<file path="src/rtl/imem_boot_loader.sv">
// Byte-stream instruction image loader: packs big-endian bytes into words, writes them to
// instruction memory, and holds the processor in reset until the whole image is stored.
module imem_boot_loader #(
    parameter int unsigned D_WIDTH   = 32,
    parameter int unsigned SA_WIDTH  = 8,
    parameter int unsigned NUM_WORDS = 256
) (
    input  logic                i_clk,
    input  logic                i_rst,
    input  logic                i_start,
    input  logic [7:0]          i_byte_in,
    input  logic                i_byte_valid,
    output logic                o_byte_ready,
    output logic [D_WIDTH-1:0]  o_m_di,
    output logic [SA_WIDTH-1:0] o_mi_addr,
    output logic                o_m_enb,
    output logic                o_m_web,
    output logic                o_rst_m,
    output logic                o_gpp_rst,
    output logic                o_busy,
    output logic                o_load_done
);

    typedef enum logic [2:0] {StIdle, StClear, StLoad, StWrite, StDone} state_e;

    localparam logic [SA_WIDTH:0] LastIdx = (SA_WIDTH + 1)'(NUM_WORDS - 1);

    state_e                r_state;
    logic [SA_WIDTH:0]     r_idx;
    logic [1:0]            r_cnt;
    logic [D_WIDTH-9:0]    r_buf;
    logic                  r_byte_ready;
    logic [D_WIDTH-1:0]    r_m_di;
    logic [SA_WIDTH-1:0]   r_mi_addr;
    logic                  r_m_enb;
    logic                  r_m_web;
    logic                  r_rst_m;
    logic                  r_gpp_rst;
    logic                  r_busy;
    logic                  r_load_done;

    wire w_accept = i_byte_valid && r_byte_ready;

    // Outputs are registered: each transition sets the values seen in the state being entered.
    always_ff @(posedge i_clk) begin
        if (i_rst) begin
            r_state      <= StIdle;
            r_idx        <= '0;
            r_cnt        <= '0;
            r_buf        <= '0;
            r_byte_ready <= 1'b0;
            r_m_di       <= '0;
            r_mi_addr    <= '0;
            r_m_enb      <= 1'b0;
            r_m_web      <= 1'b0;
            r_rst_m      <= 1'b0;
            r_gpp_rst    <= 1'b1;
            r_busy       <= 1'b0;
            r_load_done  <= 1'b0;
        end else begin
            r_m_enb <= 1'b0;
            r_m_web <= 1'b0;
            r_rst_m <= 1'b0;
            case (r_state)
                StIdle, StDone: begin
                    if (i_start) begin
                        r_state     <= StClear;
                        r_rst_m     <= 1'b1;
                        r_busy      <= 1'b1;
                        r_gpp_rst   <= 1'b1;
                        r_load_done <= 1'b0;
                    end
                end
                StClear: begin
                    r_idx        <= '0;
                    r_cnt        <= '0;
                    r_state      <= StLoad;
                    r_byte_ready <= 1'b1;
                end
                StLoad: begin
                    if (w_accept) begin
                        if (r_cnt == 2'd3) begin
                            r_m_di       <= {r_buf, i_byte_in};
                            r_mi_addr    <= r_idx[SA_WIDTH-1:0];
                            r_m_enb      <= 1'b1;
                            r_m_web      <= 1'b1;
                            r_byte_ready <= 1'b0;
                            r_cnt        <= '0;
                            r_state      <= StWrite;
                        end else begin
                            r_buf <= {r_buf[D_WIDTH-17:0], i_byte_in};
                            r_cnt <= r_cnt + 2'd1;
                        end
                    end
                end
                StWrite: begin
                    if (r_idx == LastIdx) begin
                        r_state     <= StDone;
                        r_gpp_rst   <= 1'b0;
                        r_load_done <= 1'b1;
                        r_busy      <= 1'b0;
                    end else begin
                        r_idx        <= r_idx + 1'b1;
                        r_state      <= StLoad;
                        r_byte_ready <= 1'b1;
                    end
                end
                default: r_state <= StIdle;
            endcase
        end
    end

    assign o_byte_ready = r_byte_ready;
    assign o_m_di       = r_m_di;
    assign o_mi_addr    = r_mi_addr;
    assign o_m_enb      = r_m_enb;
    assign o_m_web      = r_m_web;
    assign o_rst_m      = r_rst_m;
    assign o_gpp_rst    = r_gpp_rst;
    assign o_busy       = r_busy;
    assign o_load_done  = r_load_done;

endmodule

</file>
<file path="config.mk">
export PLATFORM = sky130hd
export DESIGN_NAME = imem_boot_loader
export DESIGN_NICKNAME = d
export VERILOG_FILES = /design/src/rtl/imem_boot_loader.sv
export SDC_FILE = /design/constraint.sdc
export NUM_CORES = 1
export LEC_CHECK = 0
export BUFFER_PORTS_ARGS = -buffer_cell sky130_fd_sc_hd__buf_2
export CAP_MARGIN = 20
export CORE_AREA = 2 2 88 90
export DETAILED_ROUTE_END_ITERATION = 8
export DIE_AREA = 0 0 90 92
export MAX_ROUTING_LAYER = met4
export PLACE_DENSITY = 0.65
export SLEW_MARGIN = 20
export SYNTH_ARGS = -nofsm -noshare
export SYNTH_HDL_FRONTEND = slang
export SYNTH_SLANG_ARGS = --single-unit
</file>
<file path="constraint.sdc">
create_clock -name i_clk -period 5.36 [get_ports i_clk]
set_clock_uncertainty 0.05 [all_clocks]
set_input_delay 1.072 -clock i_clk [delete_from_list [all_inputs] [get_ports i_clk]]
set_output_delay 1.072 -clock i_clk [all_outputs]
set_load 0.02 [all_outputs]
</file>
# Word-level counts from Yosys, hierarchy flattened
# Index checks and enable logic that the tools add are counted.
# totals
elab_cells	67
regBits	84
# classes
eq_ne	11
n_mux	22
reduce_logical	16
n_bitwise	4
n_addsub	2
# ops
cell	n
$pmux 9 s2	1
$mux 3	4
$pmux 3 s4	1
$reduce_and 3->1	4
$ne 2x2->1 const B	5
$add 9x1->9 const B	1
$eq 9x8->1 const B	1
$mux 1	9
$mux 9	1
$eq 3x2->1 const B	2
$reduce_bool 2->1	3
$mux 2	2
$not 1->1	4
$pmux 1 s2	2
$pmux 2 s2	1
$reduce_and 2->1	2
$reduce_and 4->1	1
$reduce_or 2->1	2
$eq 3x1->1 const B	1
$eq 3x3->1 const B	1
$logic_not 3->1	1
$pmux 1 s3	1
$reduce_bool 3->1	1
$reduce_or 3->1	1
3 further kinds	3

# Depth between registers and ports, before layout
# Gate-level depths: netlist of run 1.
# logic_depth
ltp_word	4
depth_mapped	9

# Least setup slack after synthesis of run 1
# OpenSTA, ideal clock, no wires.
# synth_timing
path_type	in2reg
start	in i_byte_valid
end	reg r_m_di[14], in the netlist o_m_di[14]
path_slack_ns	3.268
arrival_time_ns	1.906
setup_ns	0.136
path_buffers	3
stages	7
cell_sequence	and3b_1 -> buf_4 -> and4b_1 -> buf_4 -> buf_6 -> nand2_1 -> a21oi_2
# synth_via
elab_chain_len	2
# synth_lines
element	line	text
start, declared	12	input logic i_byte_valid,
$logic_and 1x1->1	42	wire w_accept = i_byte_valid && r_byte_ready;
$reduce_and 3->1 (no source line)	n/a	
end signal, assigned	83	r_m_di <= {r_buf, i_byte_in};
end, declared	33	logic [D_WIDTH-1:0] r_m_di;
# No other way between the ends.
# A chain may end at the register's enable or synchronous reset.

# Final worst setup path of run 1
# Ends and elaborated chain as after synthesis.

==> flow_metrics.env, run 1 <==
export IMPL_outcome="complete, no violations"
export IMPL_dp_hpwl_um=4260
export IMPL_areaGrowthSynthToFinish_pct=14.95
export IMPL_clock_sinks=84
export IMPL_initialDrtViolationCount=166
export IMPL_grt_pass1_vias=2365
export IMPL_path_buf_inv=2
export IMPL_core_area_um2=7447
export IMPL_rsz0062_at_grt="no"
export IMPL_yosysWarnings=0
export IMPL_tns_ns=0
export IMPL_die_h_um=92
export IMPL_final_common_cell="nand2_1"
export IMPL_final_core_util_pct=49.61
export IMPL_cpPeakStageDelay_ns=0.68
export IMPL_remaining_drc_errors=0
export IMPL_rrSetupSlack_ns=3.24
export IMPL_max_freq_mhz=411.7
export IMPL_cts_tree="built"
export IMPL_place_gp_congestion=0.8150
export IMPL_path_class="input pin to flop"
export IMPL_p_leak_uw=0.001392
export IMPL_crit_required_ns=5.59
export IMPL_start_util_pct=43.16
export IMPL_gr_total_overflow=0
export IMPL_peakVddDrop_uv=130.3
export IMPL_netlist_instances=385
export IMPL_synthAdderAreaFrac_pct=1.168
export IMPL_cp_slowest_cell="and4b_1"
export IMPL_ant_nets=0
export IMPL_via_count=2628
export IMPL_post_route_min_period_ns=2.429
export IMPL_cts_root_buf="clkbuf_8"
export IMPL_synth_mux_area_share_pct=0.3114
export IMPL_crit_fanout=21
export IMPL_numCtsBuffers=9
export IMPL_yosysSeqAreaShare_pct=52.32
export IMPL_critical_path_top_delay_family="simple AND/OR/NAND/NOR gates"
export IMPL_synth_xor_xnor_area_share_pct=1.362
export IMPL_fp_row_count=32
export IMPL_diodes=0
export IMPL_htree_levels=3
export IMPL_grt_antenna_before_repair=0
export IMPL_postCtsHoldBufs=0
export IMPL_die_w_um=90
export IMPL_slew_viol_final=0
export IMPL_grt_pass1_wl_um=11240
export IMPL_ys_types=37
export IMPL_synth_top_family_by_area="simple AND/OR/NAND/NOR gates"
export IMPL_groute_usage_overall_pct=17.22
export IMPL_num_io_pins=59
export IMPL_hold_class="flop to flop"
export IMPL_crit_chain="buf_2, and3b_1, and4b_1, buf_4, nand2_1, a21oi_2"
export IMPL_synth_compound_area_share_pct=14.99
export IMPL_hold_violations=0
export IMPL_critical_path_arrival_ns=2.66
export IMPL_power_density_nw_per_um2=319.9
export IMPL_period_share_pct=45.32
export IMPL_design_die_area_um2=8280
export IMPL_layout_drive_gt1_share_pct=21.06
export IMPL_worst_slew_pin_slew_ns=0.9227
export IMPL_cts_max_path_buffers=2
export IMPL_final_cell_mix="nand2_1 (135), dfxtp_1 (84), a21oi_1 (58), buf_2 (58), nor2_1 (14)"
export IMPL_syn_cell_area_um2=3214
export IMPL_post_cts_buffers=0
export IMPL_grt_max_degree=80
export IMPL_startpoint_type="input pin"
export IMPL_viasPerCell=4.921
export IMPL_syn_nets=400
export IMPL_setup_viol_count_final=0
export IMPL_dr_pass1_iters=4
export IMPL_wl_per_cell_um=12.48
export IMPL_clk_latency_ns=0.35
export IMPL_nets=442
export IMPL_synth_seq_cells=84
export IMPL_max_cap_viol_count=0
export IMPL_io_buffers=58
export IMPL_critPathCaptureType="flop"
export IMPL_max_slew_margin_pct=38.32
export IMPL_path_clk_slew_ns=0.08
export IMPL_post_cts_resized=0
export IMPL_synth_area_per_cell_um2=8.349
export IMPL_wl_um=6662
export IMPL_synth_simple_gate_area_share_pct=23.20
==> per-stage QoR <==
stage          setup slack [ns]  hold WS [ns]  total power (uW)  instances  cell area [um^2]
3_3_place_gp              2.415        0.3896             679.3        517              3445
3_5_place_dp              2.519        0.3938             679.7        518              3460
5_1_grt                   2.748        0.4211              1218        534              3695
4_1_cts                   2.902        0.4060              1191        534              3695
6_report                  2.931        0.4035              1182        534              3695
2_1_floorplan             3.268        0.3821             670.6        385              3214
==> where the power goes <==
group / internal, uW / switching [uW] / total [uW] / leakage [uW]
Sequential: 627 / 4.99 / 632 / 0.000677
Clock: 289 / 228 / 517 / 0.000112
Combinational: 9.17 / 24.0 / 33.2 / 0.000603
Total: 925 / 257 / 1180 / 0.00139
==> sequential cells by signal (all words and copies together) (netlist names) <==
name          flops
o_m_di           32
r_buf            24
r_idx             9
o_mi_addr         8
r_state           3
r_cnt             2
o_busy            1
o_byte_ready      1
o_gpp_rst         1
o_load_done       1
o_m_web           1
o_rst_m           1
==> synth_stat cells <==
| cell | instances | area (um^2) |
|---|---|---|
| nand4b_2 | 1 | 15.01 |
| nor3_1 | 2 | 10.01 |
| ha_1 | 3 | 37.54 |
| and3b_1 | 1 | 8.760 |
| nor4_1 | 3 | 18.77 |
| inv_1 | 3 | 11.26 |
| nor2_1 | 14 | 52.55 |
| a2111oi_0 | 1 | 8.760 |
| nor4b_1 | 1 | 8.760 |
| buf_6 | 8 | 90.09 |
| and3_1 | 1 | 6.260 |
| nor2b_1 | 1 | 6.260 |
| nand2_1 | 135 | 506.7 |
| nand2b_1 | 1 | 6.260 |
| a21boi_0 | 1 | 7.510 |
| a211oi_1 | 1 | 7.510 |
| buf_2 | 8 | 40.04 |
| a31oi_1 | 2 | 12.51 |
| and2_4 | 1 | 8.760 |
| xnor2_1 | 5 | 43.79 |
| nand4_1 | 1 | 6.260 |
| o2111ai_1 | 1 | 8.760 |
| o21a_1 | 1 | 7.510 |
| a21oi_2 | 12 | 105.1 |
| clkbuf_2 | 1 | 5.000 |
| and2b_1 | 1 | 7.510 |
| and4b_1 | 1 | 10.01 |
| clkbuf_1 | 8 | 30.03 |
| dfxtp_1 | 84 | 1682 |
| nand4b_1 | 1 | 8.760 |
| o41ai_1 | 1 | 8.760 |
| mux2i_1 | 1 | 10.01 |
| buf_4 | 5 | 37.54 |
| o21ai_0 | 5 | 25.02 |
| a21oi_1 | 58 | 290.3 |
| nand3_1 | 7 | 35.03 |
| nand3b_1 | 4 | 30.03 |
==> tightest hold or removal path, delay by kind of cell (launching register included) <==
kind / cells / cell delay, ns
compound gates: 1 / 0.05
flops: 1 / 0.31
simple gates: 1 / 0.05
==> kinds of logic after synthesis <==
| kind of cell | Yosys count |
|---|---|
| mux | 1 |
| buf+inv | 33 |
| xor+xnor | 5 |
| compound gates | 83 |
| fa+ha+maj | 3 |
| flops | 84 |
| simple gates | 176 |
==> final timing paths <==
path / cells after the start / from / end
hold reg to reg: 2 / o_m_di[28] / o_m_di[28]
hold / removal: 2 / o_m_di[28] / o_m_di[28]
setup / recovery: 6 / i_byte_valid / o_m_di[14]
setup reg to reg: 4 / r_state[1] / o_m_di[14]
==> cell type report <==
| cell class | count | area, um^2 |
|---|---|---|
| Fill cell | 777 | 3752 |
| Tap cell | 102 | 127.6 |
| Sequential cell | 84 | 1682 |
| Inverter | 3 | 11.26 |
| Timing Repair Buffer | 61 | 320.3 |
| Clock buffer | 11 | 151.4 |
| Clock inverter | 5 | 83.83 |
| Multi-Input combinational cell | 268 | 1319 |
==> metal layers <==
layer | up-vias | wire (um) | GRT usage [%]
met5 | - | 0 | -
met4 | 0 | 112 | 7.949
met3 | 9 | 327 | 3.944
met2 | 68 | 2865 | 24.69
met1 | 1211 | 3356 | 23.19
li1 | 1340 | - | -
Note: power is estimated with default switching activity, not from simulation.
==> inputs of run 2 (changes only) <==
Clock period 5.36 ns to 2.42 ns, I/O delays scaled along.
==> run 2 against run 1 <==
  * Worst hold slack got worse by 0.10 ns
  * Via count fell by 0.72%
  * Power grew 130%
  * Worst setup slack got worse by 2.4 ns
  * Sequential power grew 120%
  * Wire length decreased by 2.9%
  * Count of clock-buffer cells in the layout is 1 lower
  * Critical endpoint is now r_idx[4]
  * Largest cell class unchanged
  * Largest power group unchanged
  * Highest routed layer unchanged
==> flow_metrics.env, run 2 (synthesized netlist as in run 1, its figures left out) <==
export IMPL_max_slew_margin_pct=60.85
export IMPL_max_freq_mhz=519.8
export IMPL_diodes=0
export IMPL_remaining_drc_errors=0
export IMPL_hold_violations=0
export IMPL_path_clk_slew_ns=0.09
export IMPL_via_count=2609
export IMPL_areaGrowthSynthToFinish_pct=15.76
export IMPL_path_class="flop to flop"
export IMPL_critPathCaptureType="flop"
export IMPL_cts_root_buf="clkbuf_8"
export IMPL_slew_viol_final=0
export IMPL_crit_fanout=11
export IMPL_final_common_cell="nand2_1"
export IMPL_sequentialPowerShare_pct=52.5
export IMPL_worst_slew_pin_slew_ns=0.5864
export IMPL_post_cts_buffers=0
export IMPL_period_share_pct=79.49
export IMPL_clk_latency_ns=0.34
export IMPL_p_int_uw=2098
export IMPL_layout_drive_gt1_share_pct=21.56
export IMPL_htree_levels=3
export IMPL_initialDrtViolationCount=154
export IMPL_combPwrFrac_pct=2.9
export IMPL_grt_antenna_before_repair=0
export IMPL_cts_tree="built"
export IMPL_post_route_min_period_ns=1.924
export IMPL_power_uw=2663
export IMPL_wl_met1_um=3337
export IMPL_p_leak_uw=0.001414
export IMPL_fp_row_count=32
export IMPL_dp_hpwl_um=4281
export IMPL_crit_chain="ha_1, nand3_1, nor2_1, ha_1, and2_4, nor4b_1, xnor2_1, nor2_1"
export IMPL_max_cap_viol_count=0
export IMPL_numCtsBuffers=9
export IMPL_cpPeakStageDelay_ns=0.37
export IMPL_clock_sinks=84
export IMPL_num_io_pins=59
export IMPL_crit_required_ns=2.59
export IMPL_place_gp_congestion=0.7921
export IMPL_switching_share_pct=21.22
export IMPL_grt_max_degree=46
export IMPL_power_switching_uw=565.2
export IMPL_post_cts_resized=0
export IMPL_clockPowerShare_pct=44.6
export IMPL_critical_path_arrival_ns=2.09
export IMPL_tns_ns=0
export IMPL_multi_input_area_um2=1319
export IMPL_wl_um=6467
export IMPL_die_h_um=92
export IMPL_rr_startpoint="r_idx[0]"
export IMPL_die_w_um=90
export IMPL_peakVddDrop_uv=392.7
export IMPL_regArea_um2=1682
export IMPL_viasPerCell=4.849
export IMPL_startpoint_type="flop"
export IMPL_core_area_um2=7447
export IMPL_fillers=777
export IMPL_wl_per_cell_um=12.02
export IMPL_io_buffers=58
export IMPL_route_met2_wl_um=2690
export IMPL_setup_viol_count_final=0
export IMPL_dr_pass1_iters=4
export IMPL_cts_max_path_buffers=2
export IMPL_gr_total_overflow=0
export IMPL_design_die_area_um2=8280
export IMPL_grt_pass1_wl_um=10940
export IMPL_hold_class="input pin to flop"
export IMPL_outcome="complete, no violations"
export IMPL_rrSetupSlack_ns=0.50
export IMPL_cp_slowest_cell="dfxtp_1"
export IMPL_groute_usage_overall_pct=16.75
export IMPL_power_density_nw_per_um2=715.8
export IMPL_crit_start="r_idx[0]"
export IMPL_largest_reg_flops=32
export IMPL_nets=446
export IMPL_dr_wl_met3_um=312
export IMPL_routed_top_layer="met4"
export IMPL_rsz0062_at_grt="no"
export IMPL_ant_nets=0
export IMPL_postCtsHoldBufs=0
export IMPL_final_cell_mix="nand2_1 (135), dfxtp_1 (84), a21oi_1 (58), buf_2 (58), nor2_1 (14)"
export IMPL_grt_pass1_vias=2400
export IMPL_hp_start="i_start"
export IMPL_start_util_pct=43.16
[run 2: stage by stage]
stage | cells | area [um^2] | hold WS (ns) | setup WS [ns] | utilization, %
after floorplan | 385 | 3214 | 0.3821 | 0.6102 | -
after global placement | 522 | 3482 | 0.3905 | 0.5694 | 46.76
after detailed placement | 522 | 3482 | 0.3941 | 0.5047 | 46.76
after CTS | 538 | 3721 | 0.2885 | 0.4951 | 49.97
after global routing | 538 | 3721 | 0.2992 | 0.3232 | 49.97
final | 538 | 3721 | 0.2988 | 0.4963 | 49.97
[run 2: path summary, 6_finish.rpt]
path | endpoint | cells after the start
setup / recovery | r_idx[4] | 8
setup reg to reg | r_idx[4] | 8
hold / removal | o_load_done | 2
hold reg to reg | o_m_di[30] | 2
[run 2: cell type report]
class,instances,area share (%)
flip-flops and latches,84,45.19
repair buffers,65,9.213
well taps,102,3.430
clock buffers,10,3.430
inverters,3,0.3026
clock inverters,6,2.993
multi-input cells,268,35.44
[run 2: power groups by stage]
stage | clock network [uW] | logic (uW) | registers (uW)
CTS | 1210 | 76.3 | 1400
global placement | 0 | 74.7 | 1430
global route | 1260 | 84.0 | 1400
finish | 1190 | 76.0 | 1400
floorplan | 0 | 56.0 | 1430
detailed placement | 0 | 75.5 | 1430
[run 2: critical path: cells and delay by family (launching register included)]
family	cells	cell delay, ns
fa+ha+maj	2	0.47
simple gates	5	0.74
flops	1	0.37
xor+xnor	1	0.16
[run 2: per-layer routing]
metal | up-vias | track usage [%]
li1 | 1357 | -
met4 | 0 | 6.410
met3 | 9 | 4.601
met5 | - | -
met1 | 1190 | 22.16
met2 | 53 | 24.56
==> inputs of run 3 (changes only) <==
Settings changed: PLACE_DENSITY 0.65 to 0.68.
Clock period 2.42 ns to 1.55 ns, I/O delays scaled along.
==> run 3 against run 2 <==
  * The flow now finishes with violations (setup timing)
  * Cell count grew 4.5%
  * Global-route usage grew 1.3 points
  * Design area grew 11%
  * Clock power grew 36%
  * Count of clock-buffer cells in the layout is the same
  * Combinational power grew 110%
  * Register-to-register slack lost 0.55 ns
  * Worst setup slack lost 0.55 ns
  * Sequential share of layout area shrank 4.6 points
  * Power grew 49%
  * Worst hold slack lost 0.18 ns
  * Critical path type unchanged
  * Critical endpoint is now r_idx[5]
  * Largest power group unchanged
==> flow_metrics.env, run 3 (synthesized netlist as in run 1, its figures left out) <==
export IMPL_dr_pass1_iters=4
export IMPL_place_inst=539
export IMPL_cts_tree="built"
export IMPL_areaGrowthSynthToFinish_pct=29.08
export IMPL_period_share_pct=103.3
export IMPL_final_cell_mix="nand2_1 (132), dfxtp_1 (81), buf_2 (58)"
export IMPL_min_to="o_load_done"
export IMPL_fin_cells=562
export IMPL_max_freq_mhz=624.8
export IMPL_holdPathStages=2
export IMPL_outcome="finished, violations left"
export IMPL_cts_max_path_buffers=2
export IMPL_rsz0062_at_grt="yes"
export IMPL_grt_pass1_vias=2679
export IMPL_nets=470
export IMPL_critical_path_arrival_ns=1.81
export IMPL_grt_antenna_before_repair=0
export IMPL_slew_viol_final=0
export IMPL_rr_startpoint="r_idx[1]"
export IMPL_place_gp_congestion=0.8205
export IMPL_rrSetupSlack_ns=-0.05
export IMPL_hold_class="input pin to flop"
export IMPL_ant_nets=0
export IMPL_startpoint_type="flop"
export IMPL_setup_viol_count_final=2
export IMPL_via_count=2806
export IMPL_p_leak_uw=0.001551
export IMPL_die_w_um=90
export IMPL_path_class="flop to flop"
export IMPL_crit_fanout=6
export IMPL_wl_per_cell_um=13.28
export IMPL_die_h_um=92
export IMPL_numCtsBuffers=9
export IMPL_fp_row_count=32
export IMPL_clock_sinks=84
export IMPL_core_area_um2=7447
export IMPL_fin_ws_ns=-0.05056
export IMPL_max_slew_margin_pct=71.93
export IMPL_wl_um=7464
export IMPL_layout_drive_gt1_share_pct=32.61
export IMPL_ff2ff_path_depth=8
export IMPL_hold_violations=0
export IMPL_violations="setup timing"
export IMPL_max_cap_viol_count=0
export IMPL_initialDrtViolationCount=232
export IMPL_clk_latency_ns=0.35
export IMPL_remaining_drc_errors=0
export IMPL_diodes=0
export IMPL_crit_required_ns=1.76
export IMPL_path_clk_slew_ns=0.09
export IMPL_worst_slew_pin_slew_ns=0.4211
export IMPL_viasPerCell=4.993
export IMPL_fillers=707
export IMPL_critPathCaptureType="flop"
export IMPL_start_util_pct=43.16
export IMPL_post_route_min_period_ns=1.601
export IMPL_power_density_nw_per_um2=953.6
export IMPL_groute_usage_overall_pct=18.05
export IMPL_peakVddDrop_uv=605.0
export IMPL_cts_root_buf="clkbuf_8"
export IMPL_hp_start="i_start"
export IMPL_postCtsHoldBufs=0
export IMPL_final_core_util_pct=55.71
export IMPL_htree_levels=3
export IMPL_num_io_pins=59
export IMPL_largest_reg_flops=32
export IMPL_io_buffers=58
export IMPL_final_common_cell="nand2_1"
export IMPL_design_die_area_um2=8280
export IMPL_grt_pass1_wl_um=11900
export IMPL_gr_total_overflow=0
export IMPL_timing_rr_end="r_idx[5]"
export IMPL_grt_max_degree=41
export IMPL_dp_hpwl_um=4688
export IMPL_power_uw=3957
==> run 3: changes by cell type in the layout (fill, tap and decap cells not counted), moves of 3 or more <==
cell       previous run  this run
nor2_1               14        11
dfxtp_1              84        81
nor4_4                0         3
clkbuf_16             0         3
buf_4                 7        21
ha_1                  3         0
a21oi_1              58        47
nand2_1             135       132
buf_12                0         4
dfxtp_2               0         3
nor4_1                3         0
nand2_2               0         3
a21oi_2              12        23
==> run 3: timing repair <==
| action | 4_1_cts | 5_1_grt |
|---|---|---|
| setup endpoints to repair | 9 | 55 |
| pin swaps | 7 | 7 |
| gates resized for setup | 3 | 25 |
| cloned | 1 | 5 |
| buffers inserted | 1 | 0 |
==> run 3: through the flow <==
| stage | worst slack, ns | instance area (um^2) | setup TNS (ns) | hold slack [ns] |
|---|---|---|---|---|
| after floorplan | -0.04708 | 3298 | -0.2283 | 0.3566 |
| after global placement | -0.04773 | 3740 | -0.04773 | 0.3897 |
| after detailed placement | -0.1114 | 3740 | -0.1421 | 0.3942 |
| after CTS | -0.01160 | 3980 | -0.01160 | 0.1027 |
| after global routing | -0.1462 | 4149 | -1.533 | 0.1265 |
| final | -0.05056 | 4149 | -0.05496 | 0.1218 |
==> run 3: critical path: stages, from the launching register on <==
cell and delay (ns):
dfxtp_2 0.34, ha_4 0.16, nand3_2 0.06, nor2_2 0.04
ha_2 0.18, and2_4 0.19, nor4_4 0.29, xnor2_1 0.15
nor2_1 0.05
==> run 3: final cells by class <==
| cell class | count | area, um^2 | area share, % |
|---|---|---|---|
| Clock buffer | 10 | 137.6 | 3.317 |
| Multi-Input combinational cell | 269 | 1486 | 35.83 |
| Clock inverter | 6 | 71.32 | 1.719 |
| Inverter | 3 | 11.26 | 0.2714 |
| Tap cell | 102 | 127.6 | 3.076 |
| Sequential cell | 84 | 1685 | 40.62 |
| Timing Repair Buffer | 88 | 629.4 | 15.17 |
==> run 3: power breakdown <==
part	internal [uW]	switching, uW
sequential	2170	10.0
clock	802	816
combinational	55.9	104
total	3030	930
==> run 3: worst max-delay path by stage <==
stage | start | endpoint | depth (start not counted)
5_1_grt | r_idx[0] | r_idx[4] | 8
4_1_cts | r_idx[0] | r_idx[4] | 8
6_report | r_idx[1] | r_idx[5] | 8
3_3_place_gp | r_idx[1] | r_idx[4] | 8
2_1_floorplan | r_idx[0] | r_idx[3] | 9
3_5_place_dp | r_idx[1] | r_idx[4] | 8
==> run 3: routing by layer <==
layer | vias to the layer above | share of wire (%) | GRT usage [%]
li1 | 1414 | - | -
met1 | 1321 | 47 | 21.99
met2 | 63 | 47 | 29.07
met3 | 8 | 5.2 | 4.191
met4 | 0 | 1.4 | 7.436
met5 | - | 0 | -
